`config.mk`:
```
export PLATFORM = sky130hd
export DESIGN_NAME = dec_alu_issue
export DESIGN_NICKNAME = d
export VERILOG_FILES = /design/src/rtl/dec_alu_issue_pkg.sv /design/src/rtl/dec_alu_comb.sv /design/src/rtl/dec_alu_issue.sv
export SDC_FILE = /design/constraint.sdc
export NUM_CORES = 1
export LEC_CHECK = 0
export ABC_AREA = 1
export CAP_MARGIN = 10
export CORE_ASPECT_RATIO = 1.1
export CORE_MARGIN = 2
export CORE_UTILIZATION = 42
export DETAILED_ROUTE_END_ITERATION = 10
export PLACE_DENSITY = 0.77
export SLEW_MARGIN = 40
export SYNTH_ARGS = -nofsm -noshare
export SYNTH_HDL_FRONTEND = slang
export SYNTH_SLANG_ARGS = --single-unit
```
`constraint.sdc`:
```
create_clock -name clk -period 1.25 [get_ports clk]
set_clock_uncertainty 0.1 [all_clocks]
set_input_delay 0.1875 -clock clk [delete_from_list [all_inputs] [get_ports clk]]
set_output_delay 0.1875 -clock clk [all_outputs]
set_load 0.01 [all_outputs]
```
`src/rtl/dec_alu_issue_pkg.sv`:
```
// Shared decode constants for the ALU issue stage: ALU op codes (also used
// by the execute-stage ALU), RV32I opcode/funct3/funct7 values and the
// operand-A select encodings, plus the decoded control bundle.
package dec_alu_issue_pkg;

  localparam int ALU_OP_W = 4;

  typedef enum logic [ALU_OP_W-1:0] {
    ALU_ADD  = 4'd0,
    ALU_SUB  = 4'd1,
    ALU_XOR  = 4'd2,
    ALU_OR   = 4'd3,
    ALU_AND  = 4'd4,
    ALU_SLT  = 4'd5,
    ALU_SLTU = 4'd6,
    ALU_SNE  = 4'd7,
    ALU_SGE  = 4'd8,
    ALU_SGEU = 4'd9
  } alu_op_e;

  localparam logic [6:0] OPC_LUI    = 7'b0110111;
  localparam logic [6:0] OPC_AUIPC  = 7'b0010111;
  localparam logic [6:0] OPC_BRANCH = 7'b1100011;
  localparam logic [6:0] OPC_LOAD   = 7'b0000011;
  localparam logic [6:0] OPC_STORE  = 7'b0100011;
  localparam logic [6:0] OPC_OP_IMM = 7'b0010011;
  localparam logic [6:0] OPC_OP     = 7'b0110011;

  localparam logic [2:0] F3_ADD  = 3'b000;
  localparam logic [2:0] F3_SLT  = 3'b010;
  localparam logic [2:0] F3_SLTU = 3'b011;
  localparam logic [2:0] F3_XOR  = 3'b100;
  localparam logic [2:0] F3_OR   = 3'b110;
  localparam logic [2:0] F3_AND  = 3'b111;

  localparam logic [2:0] F3_BEQ  = 3'b000;
  localparam logic [2:0] F3_BNE  = 3'b001;
  localparam logic [2:0] F3_BLT  = 3'b100;
  localparam logic [2:0] F3_BGE  = 3'b101;
  localparam logic [2:0] F3_BLTU = 3'b110;
  localparam logic [2:0] F3_BGEU = 3'b111;

  localparam logic [6:0] F7_BASE = 7'h00;
  localparam logic [6:0] F7_ALT  = 7'h20;

  localparam logic [1:0] SEL_A_RS1  = 2'd0;
  localparam logic [1:0] SEL_A_PC   = 2'd1;
  localparam logic [1:0] SEL_A_ZERO = 2'd2;

  typedef struct packed {
    alu_op_e    op;
    logic [1:0] sel_a;
    logic       sel_b_imm;
    logic [4:0] rs1;
    logic [4:0] rs2;
    logic [4:0] rd;
    logic       rd_we;
    logic       is_branch;
    logic       br_on_zero;
  } dec_ctrl_t;

  // funct3 values shared by OP and OP-IMM that map onto a plain ALU op
  function automatic logic f3_is_arith(input logic [2:0] f3);
    case (f3)
      F3_ADD, F3_SLT, F3_SLTU, F3_XOR, F3_OR, F3_AND: return 1'b1;
      default:                                         return 1'b0;
    endcase
  endfunction

  function automatic alu_op_e f3_to_op(input logic [2:0] f3);
    case (f3)
      F3_SLT:  return ALU_SLT;
      F3_SLTU: return ALU_SLTU;
      F3_XOR:  return ALU_XOR;
      F3_OR:   return ALU_OR;
      F3_AND:  return ALU_AND;
      default: return ALU_ADD;
    endcase
  endfunction

endpackage

```
`src/rtl/dec_alu_comb.sv`:
```
// Pure combinational RV32I instruction -> ALU control decode.
// Optional macro DEC_ILLEGAL_CHK_EN adds the 'illegal' output.
module dec_alu_comb
  import dec_alu_issue_pkg::*;
#(
  parameter int DATA_W = 32
) (
  input  logic [31:0]       insn,
  output dec_ctrl_t         ctrl,
  output logic [DATA_W-1:0] imm
`ifdef DEC_ILLEGAL_CHK_EN
  ,
  output logic              illegal
`endif
);

  logic [6:0]  opcode;
  logic [2:0]  funct3;
  logic [6:0]  funct7;
  logic [31:0] imm_i;
  logic [31:0] imm_s;
  logic [31:0] imm_b;
  logic [31:0] imm_u;
  logic [31:0] imm_sel;
  logic        supported;
  logic        writes;

  assign opcode = insn[6:0];
  assign funct3 = insn[14:12];
  assign funct7 = insn[31:25];

  assign imm_i = {{20{insn[31]}}, insn[31:20]};
  assign imm_s = {{20{insn[31]}}, insn[31:25], insn[11:7]};
  assign imm_b = {{19{insn[31]}}, insn[31], insn[7], insn[30:25], insn[11:8], 1'b0};
  assign imm_u = {insn[31:12], 12'h000};

  // Map opcode/funct fields onto ALU op, operand selects and immediate
  always_comb begin
    ctrl            = '0;
    ctrl.op         = ALU_ADD;
    ctrl.sel_a      = SEL_A_RS1;
    ctrl.rs1        = insn[19:15];
    ctrl.rs2        = insn[24:20];
    ctrl.rd         = insn[11:7];
    imm_sel         = 32'h0000_0000;
    supported       = 1'b0;
    writes          = 1'b0;
    case (opcode)
      OPC_OP_IMM: begin
        if (f3_is_arith(funct3)) begin
          supported      = 1'b1;
          writes         = 1'b1;
          ctrl.op        = f3_to_op(funct3);
          ctrl.sel_b_imm = 1'b1;
          imm_sel        = imm_i;
        end else begin
          supported = 1'b0;   // shifts are not handled by this stage
        end
      end
      OPC_OP: begin
        if (funct7 == F7_BASE && f3_is_arith(funct3)) begin
          supported = 1'b1;
          writes    = 1'b1;
          ctrl.op   = f3_to_op(funct3);
        end else if (funct7 == F7_ALT && funct3 == F3_ADD) begin
          supported = 1'b1;
          writes    = 1'b1;
          ctrl.op   = ALU_SUB;
        end else begin
          supported = 1'b0;
        end
      end
      OPC_LUI, OPC_AUIPC: begin
        supported      = 1'b1;
        writes         = 1'b1;
        ctrl.sel_a     = (opcode == OPC_LUI) ? SEL_A_ZERO : SEL_A_PC;
        ctrl.sel_b_imm = 1'b1;
        imm_sel        = imm_u;
      end
      OPC_BRANCH: begin
        supported = 1'b1;
        imm_sel   = imm_b;
        case (funct3)
          F3_BEQ: begin
            ctrl.op         = ALU_SUB;
            ctrl.br_on_zero = 1'b1;
          end
          F3_BNE:  ctrl.op = ALU_SNE;
          F3_BLT:  ctrl.op = ALU_SLT;
          F3_BGE:  ctrl.op = ALU_SGE;
          F3_BLTU: ctrl.op = ALU_SLTU;
          F3_BGEU: ctrl.op = ALU_SGEU;
          default: begin
            supported = 1'b0;
            imm_sel   = 32'h0000_0000;
          end
        endcase
        ctrl.is_branch = supported;
      end
      OPC_LOAD: begin
        case (funct3)
          3'b000, 3'b001, 3'b010, 3'b100, 3'b101: begin
            supported      = 1'b1;
            writes         = 1'b1;
            ctrl.sel_b_imm = 1'b1;
            imm_sel        = imm_i;
          end
          default: supported = 1'b0;
        endcase
      end
      OPC_STORE: begin
        case (funct3)
          3'b000, 3'b001, 3'b010: begin
            supported      = 1'b1;
            ctrl.sel_b_imm = 1'b1;
            imm_sel        = imm_s;
          end
          default: supported = 1'b0;
        endcase
      end
      default: supported = 1'b0;
    endcase
    // x0 is never written, and anything unsupported degrades to a no-op
    ctrl.rd_we = supported && writes && (ctrl.rd != 5'd0);
    imm        = DATA_W'($signed(imm_sel));
  end

`ifdef DEC_ILLEGAL_CHK_EN
  assign illegal = ~supported;
`endif

endmodule

```
`src/rtl/dec_alu_issue.sv`:
```
// Decode/issue stage: registered pipeline slot with valid/ready flow
// control and flush, feeding the execute-stage ALU.
// Optional macro DEC_ILLEGAL_CHK_EN adds the registered out_illegal port.
module dec_alu_issue
  import dec_alu_issue_pkg::*;
#(
  parameter int DATA_W = 32,
  parameter int PC_W   = 32
) (
  input  logic                clk,
  input  logic                rst_n,
  input  logic                in_valid,
  output logic                in_ready,
  input  logic [31:0]         in_insn,
  input  logic [PC_W-1:0]     in_pc,
  input  logic                flush,
  output logic                out_valid,
  input  logic                out_ready,
  output logic [ALU_OP_W-1:0] out_op,
  output logic [1:0]          out_sel_a,
  output logic                out_sel_b_imm,
  output logic [DATA_W-1:0]   out_imm,
  output logic [4:0]          out_rs1,
  output logic [4:0]          out_rs2,
  output logic [4:0]          out_rd,
  output logic                out_rd_we,
  output logic                out_is_branch,
  output logic                out_br_on_zero,
  output logic [PC_W-1:0]     out_pc
`ifdef DEC_ILLEGAL_CHK_EN
  ,
  output logic                out_illegal
`endif
);

  dec_ctrl_t         dec_ctrl;
  logic [DATA_W-1:0] dec_imm;
  logic              accept;
`ifdef DEC_ILLEGAL_CHK_EN
  logic              dec_illegal;
`endif

  dec_alu_comb #(.DATA_W(DATA_W)) u_comb (
    .insn    (in_insn),
    .ctrl    (dec_ctrl),
    .imm     (dec_imm)
`ifdef DEC_ILLEGAL_CHK_EN
    ,
    .illegal (dec_illegal)
`endif
  );

  assign in_ready = !out_valid || out_ready;
  assign accept   = in_valid && in_ready;

  // Pipeline slot: load on accept, drop on drain or flush, hold under backpressure
  always_ff @(posedge clk or negedge rst_n) begin
    if (!rst_n) begin
      out_valid      <= 1'b0;
      out_op         <= ALU_ADD;
      out_sel_a      <= SEL_A_RS1;
      out_sel_b_imm  <= 1'b0;
      out_imm        <= {DATA_W{1'b0}};
      out_rs1        <= 5'd0;
      out_rs2        <= 5'd0;
      out_rd         <= 5'd0;
      out_rd_we      <= 1'b0;
      out_is_branch  <= 1'b0;
      out_br_on_zero <= 1'b0;
      out_pc         <= {PC_W{1'b0}};
`ifdef DEC_ILLEGAL_CHK_EN
      out_illegal    <= 1'b0;
`endif
    end else if (flush) begin
      out_valid <= 1'b0;
    end else if (accept) begin
      out_valid      <= 1'b1;
      out_op         <= dec_ctrl.op;
      out_sel_a      <= dec_ctrl.sel_a;
      out_sel_b_imm  <= dec_ctrl.sel_b_imm;
      out_imm        <= dec_imm;
      out_rs1        <= dec_ctrl.rs1;
      out_rs2        <= dec_ctrl.rs2;
      out_rd         <= dec_ctrl.rd;
      out_rd_we      <= dec_ctrl.rd_we;
      out_is_branch  <= dec_ctrl.is_branch;
      out_br_on_zero <= dec_ctrl.br_on_zero;
      out_pc         <= in_pc;
`ifdef DEC_ILLEGAL_CHK_EN
      out_illegal    <= dec_illegal;
`endif
    end else if (out_ready) begin
      out_valid <= 1'b0;
    end else begin
      out_valid <= out_valid;
    end
  end

endmodule

```
==> flow_metrics.tcl, run 1 <==
set metrics [dict create \
    status "complete, but fails checks" \
    violations "negative setup slack" \
    tns_ns -12.79 \
    globalRoute.totalOverflow 0 \
    nNetsFinal 966 \
    final-hold-violation-count 0 \
    cts_max_path_buffers 2 \
    worst_slack_ns -0.1960 \
    grt_pass1_vias 5159 \
    vias 5222 \
    fp-row-count 40 \
    root_buffer "clkbuf_16" \
    routed_wl_um 16430 \
    synthDistinctLibCells 27 \
    fin_cells 1049 \
    diodes 0 \
    hpwlAfterDp_um 10360 \
    synth_flop_cell "dfrtp_1" \
    ys_seq_elements 90 \
    required_ns 1.42 \
    synthMostInstantiatedCell "nand2_1" \
    power.leakage_nw 4.409 \
    fmax_mhz 691.6 \
    critPathLaunchType "register" \
    irDropWorstVdd_mv 0.5157 \
    syn_inst 640 \
    ant_nets 0 \
    cpPeakStageDelay_ns 0.38 \
    worst_slew_pin_slew_ns 0.4633 \
    clkSinkCount 90 \
    synthesis.area_sq_um 4803 \
    yosys_warnings 0 \
    clk_pin_slew_ns 0.06 \
    die_w_um 106.0 \
    dp_cells 984 \
    grt_pass1_wl_um 24390 \
    grt_usage_pct 25.07 \
    place_area_sq_um 6980 \
    drt_iter0_drc 287 \
    drc 0 \
    die_h_um 116.2 \
    drt-pass1-iter-count 6 \
    syn_to_final_growth_pct 61.32 \
    gp_congestion 0.8923 \
    critical_path.top_delay_family "simple AND/OR/NAND/NOR gates" \
    wire_per_inst_um 15.66 \
    hp-class "primary input to register" \
    syn_area_per_cell_sq_um 7.505 \
    antenna_found_initial 0 \
    nFillCells 915 \
    worst-path-max-fanout 20 \
    slew_violations 0 \
    viasPerCell 4.978 \
    synthTopCellsByArea "dfrtp_1 (47%), nand2_1 (24%), nand3_1 (5.7%), nor2_2 (3.0%), nor2_1 (3.0%)" \
    crit_path_end_kind "register" \
    die_area_sq_um 12310 \
    crit_path_cell_trace "nand2_2, nand2_2, nor2_4, buf_12, buf_4, buf_16, nand2_1, nand2_2" \
    synthTopCellsByCount "nand2_1 (310), dfrtp_1 (90), nand3_1 (55)" \
    crit_path_frequent_cell "nand2_2" \
    maxCapViolations 0 \
    cp.depth 8 \
    rr_worst_depth 8 \
    finalSetupViolCount 91 \
    io_buffers 159 \
    cts.htree.levels 3 \
    cp_slowest_cell "dfrtp_1" \
    cp_num_buf_inv 3 \
    cts_buffers 9 \
    core_area_sq_um 11060 \
    synth-edff-count 0 \
    hold_depth 3 \
    cts_tree "built" \
    layout-drive-gt1-share_pct 35.48 \
    post-route-period-util_pct 115.7 \
    initial_core_util_pct 43.43 \
    arrival_ns 1.62 \
    pre_cts_slack_ns -0.6208 \
    ys_async_sr_fraction_pct 100.0 \
    yosysSeqAreaShare_pct 46.89 \
    yosys.area.top_type "dfrtp_1" \
    crit_type "register to register" \
    syn_nets 709 \
    power.density_nw_per_um2 1008 \
    synth_top_cell_area_share_pct 46.89 \
    period_minus_slack_ns 1.446 \
    rsz0062_at_grt "true" \
    fin_area_sq_um 7749 \
    grt_max_degree 91 \
    slew_headroom_pct 69.11 \
    ios 160 \
    clk_latency_ns 0.34 \
]
## placed cells by master (no fill, tap or decap), drive strengths merged
master	netlist	layout
nand2	336	336
a22o	1	1
dlygate4sd2	0	13
or2	1	1
and2	1	1
nand3	57	57
dlygate4sd3	0	1
dfrtp	90	90
bufinv	0	1
clkdlybuf4s50	0	56
clkbuf	13	54
buf	18	162
a21oi	4	4
clkdlybuf4s15	0	3
o21ai	12	12
nor3	4	4
nor2	65	65
nand4	10	10
inv	28	30
clkinv	0	1
## through the flow
stage          util, %  total power [W]  hold slack (ns)
3_5_place_dp     63.11         0.005053           0.1739
6_report         70.06         0.007807           0.2883
5_1_grt          70.06         0.008159           0.2957
4_1_cts          70.11         0.007801           0.2816
3_3_place_gp     63.11         0.005007           0.1610
2_1_floorplan        -         0.003977          -0.2081
## timing repair
action,CTS,global route
setup buffers,21,11
endpoints found under the setup margin,180,157
hold endpoints to repair,90,0
pin swaps,12,8
gates resized for setup,323,95
gates cloned,8,8
hold buffers,1,0
## tightest hold or removal path, delay by kind of cell
kind	cells	cell delay [ns]
buf+inv	1	0.39
simple gates	2	0.11
## cell type report
| type | count | area [sq um] | area share, % |
|---|---|---|---|
| timing repair buffer | 276 | 2512 | 32.42 |
| multi-input combinational | 491 | 2371 | 30.60 |
| sequential | 90 | 2252 | 29.07 |
| clock buffer | 13 | 250.2 | 3.229 |
| tap | 147 | 183.9 | 2.374 |
| inverter | 28 | 122.6 | 1.582 |
| clock inverter | 3 | 47.55 | 0.6136 |
| timing repair inverter | 1 | 8.758 | 0.1130 |
## layer usage
| metal | routed length [um] | vias up | GRT usage (%) |
|---|---|---|---|
| li1 | - | 2506 | - |
| met1 | 6801 | 2474 | 30.22 |
| met2 | 8290 | 210 | 44.90 |
| met3 | 996 | 32 | 4.799 |
| met4 | 343 | 0 | 9.474 |
| met5 | 0 | - | 0 |
## path summary, 6_finish.rpt
path | from | endpoint | slack [ns]
worst min register to register | out_pc[30] | out_pc[30] | 0.37
max in group asynchronous | rst_n | out_imm[10] | 0.36
worst max register to register | out_valid | out_imm[2] | -0.20
worst max-delay path | out_valid | out_imm[2] | -0.20
worst min-delay path | in_pc[31] | out_pc[31] | 0.29
min in group asynchronous | rst_n | out_pc[1] | 0.34
## cell families after synthesis
group	count (synthesis)	synth area share [%]
and+or+nand+nor	474	43.89
DFF	90	46.89
buffers and inverters	59	7.372
AOI/OAI and AO/OA	17	1.850
## power by group
| part | switching (W) | internal, W | total, W |
|---|---|---|---|
| registers | 0.000143 | 0.00317 | 0.00331 |
| logic | 0.000911 | 0.000851 | 0.00176 |
| clock network | 0.00112 | 0.00162 | 0.00273 |
| total | 0.00217 | 0.00564 | 0.00781 |
## registers in the layout (all words and copies together), names as in the netlist, 2 cells and up
register and count:
out_imm 32, out_rs1 5, out_rd 5, out_sel_a 2
out_pc 32, out_rs2 5, out_op 4
Note: power is estimated with default switching activity, not from simulation.
==> run 2, diff against run 1 <==
--- a/config.mk
+++ b/config.mk
@@ -9,9 +9,10 @@
 export CAP_MARGIN = 10
 export CORE_ASPECT_RATIO = 1.1
 export CORE_MARGIN = 2
-export CORE_UTILIZATION = 42
+export CORE_UTILIZATION = 43
+export CTS_BUF_LIST = sky130_fd_sc_hd__clkbuf_8
 export DETAILED_ROUTE_END_ITERATION = 10
-export PLACE_DENSITY = 0.77
+export PLACE_DENSITY = 0.79
 export SLEW_MARGIN = 40
 export SYNTH_ARGS = -nofsm -noshare
 export SYNTH_HDL_FRONTEND = slang
==> flow_metrics.tcl, run 2 (synthesis results as in run 1) <==
set metrics [dict create \
    globalRoute.totalOverflow 0 \
    clk_latency_ns 0.34 \
    critical_path.top_delay_family "flip-flops" \
    vias 5087 \
    routed_wl_um 15260 \
    ios 160 \
    wire_per_inst_um 14.51 \
    rsz0062_at_grt "true" \
    slew_headroom_pct 79.32 \
    gp_congestion 0.8739 \
    crit_path_frequent_cell "nand2_2" \
    grtUsageMet1_pct 30.54 \
    cp_num_buf_inv 2 \
    crit_path_end_kind "register" \
    status "complete, but fails checks" \
    grt_pass1_vias 5158 \
    layout-drive-gt1-share_pct 34.62 \
    multi_input_area_sq_um 2362 \
    final_cell_mix "nand2_1 (298), buf_4 (91), dfrtp_1 (90)" \
    root_buffer "clkbuf_8" \
    ant_nets 0 \
    critPathLaunchType "register" \
    cts_max_path_buffers 2 \
    clk_pin_slew_ns 0.08 \
    finalSetupViolCount 91 \
    hp-class "primary input to asynchronous set/reset pin" \
    clkSinkCount 90 \
    viasPerCell 4.840 \
    grt_pass1_wl_um 25120 \
    grt-busiest-layer "met2" \
    worst_slack_ns -0.1897 \
    drt_iter0_drc 325 \
    power.leakage_nw 4.315 \
    ff_latch_area_sq_um 2252 \
    cp_slowest_cell "dfrtp_1" \
    die_h_um 114.9 \
    worst-path-max-fanout 5 \
    grt_usage_pct 25.77 \
    crit_path_cell_trace "nand2_2, nand2_2, nor2_4, inv_4, buf_12, a22o_1" \
    cts_buffers 9 \
    nFillCells 918 \
    slew_violations 0 \
    hpwlAfterDp_um 11110 \
    diodes 0 \
    nNetsFinal 968 \
    fp-row-count 40 \
    violations "negative setup slack" \
    power.density_nw_per_um2 934.8 \
    cpPeakStageDelay_ns 0.39 \
    fin_cells 1051 \
    worst_slew_pin_slew_ns 0.3102 \
    post-route-period-util_pct 115.2 \
    drc 0 \
    utilization_pct 67.81 \
    grtUsageMet2_pct 47.10 \
    crit_type "register to register" \
    irDropWorstVdd_mv 0.7360 \
    reg_top3 "out_imm: 32 flops, out_pc: 32 flops" \
    io_buffers 159 \
    grt_max_degree 42 \
    fmax_mhz 694.6 \
    syn_to_final_growth_pct 54.02 \
    required_ns 1.39 \
    die_w_um 104.8 \
    drt-pass1-iter-count 4 \
    period_minus_slack_ns 1.440 \
    maxCapViolations 0 \
    grt_util_met3_pct 5.385 \
    final-hold-violation-count 0 \
    antenna_found_initial 0 \
    core_area_sq_um 10910 \
    layout.cells.most_common "nand2_1" \
    cts_tree "built" \
    initial_core_util_pct 44.03 \
    die_area_sq_um 12030 \
    arrival_ns 1.58 \
    cts.htree.levels 3 \
    dp_cells 988 \
]
-- run 2: cell types whose count changed in the layout (fill, tap and decap cells not counted), sizes merged --
cell           previous run  this run
inv                      30        31
clkbuf                   54        11
buf                     162       205
dlygate4sd2              13        12
nand2                   336       338
bufbuf                    0         1
clkdlybuf4s15             3         0
clkinv                    1         3
-- run 2: repair_timing --
item | in CTS | in global routing
hold buffers | 1 | 0
cloned | 4 | 1
hold endpoints to repair | 90 | 0
buffers inserted | 34 | 7
gates resized for setup | 399 | 17
pin swaps | 12 | 0
endpoints found under the setup margin | 180 | 101
-- run 2: power by group --
group	total [W]	switching [W]	leakage (nW)	internal, W
Clock	0.00189	0.000986	0.107	0.000907
Combinational	0.00173	0.000886	3.03	0.000840
Sequential	0.00330	0.000134	1.18	0.00316
-- run 2: final cells by class --
class	count	area share (%)
sequential	90	30.44
clock buffer	9	1.674
clock inverter	7	0.8625
multi-input combinational	493	31.93
inverter	28	1.488
timing repair buffer	277	31.12
tap	147	2.486
-- run 2: final timing paths --
check                          start            to  slack (ns)  cells after the start
min in group clk           in_pc[27]    out_pc[27]        0.27                      3
min reg2reg                out_pc[9]     out_pc[9]        0.37                      2
min                            rst_n     out_valid        0.18                      2
max in group asynchronous      rst_n   out_imm[31]        0.36                      3
max reg2reg                out_valid  out_sel_a[0]       -0.19                      6
max                        out_valid  out_sel_a[0]       -0.19                      6
-- run 2: worst reg2reg max path, stage by stage, from the launching register on --
cell,delay (ns)
dfrtp_1,0.39
nand2_2,0.08
nand2_2,0.08
nor2_4,0.22
inv_4,0.12
buf_12,0.15
a22o_1,0.19
-- run 2: routing by layer --
metal / wire length, um / vias up
li1: - / 2505
met3: 977 / 29
met4: 386 / 0
met5: 0 / -
met1: 6228 / 2378
met2: 7663 / 175
-- run 2: stage by stage --
stage / hold slack [ns] / setup WS [ns] / instance area (sq um) / TNS (ns) / total power (W)
after floorplan: -0.2081 / -0.09048 / 4888 / -4.967 / 0.003977
after global placement: 0.001334 / -0.7158 / 7086 / -48.07 / 0.005049
after detailed placement: 0.003935 / -0.7401 / 7086 / -52.60 / 0.005113
after CTS: 0.1720 / -0.1662 / 7368 / -10.59 / 0.006929
after global routing: 0.2045 / -0.2783 / 7398 / -21.69 / 0.007260
final: 0.1774 / -0.1897 / 7398 / -13.34 / 0.006916
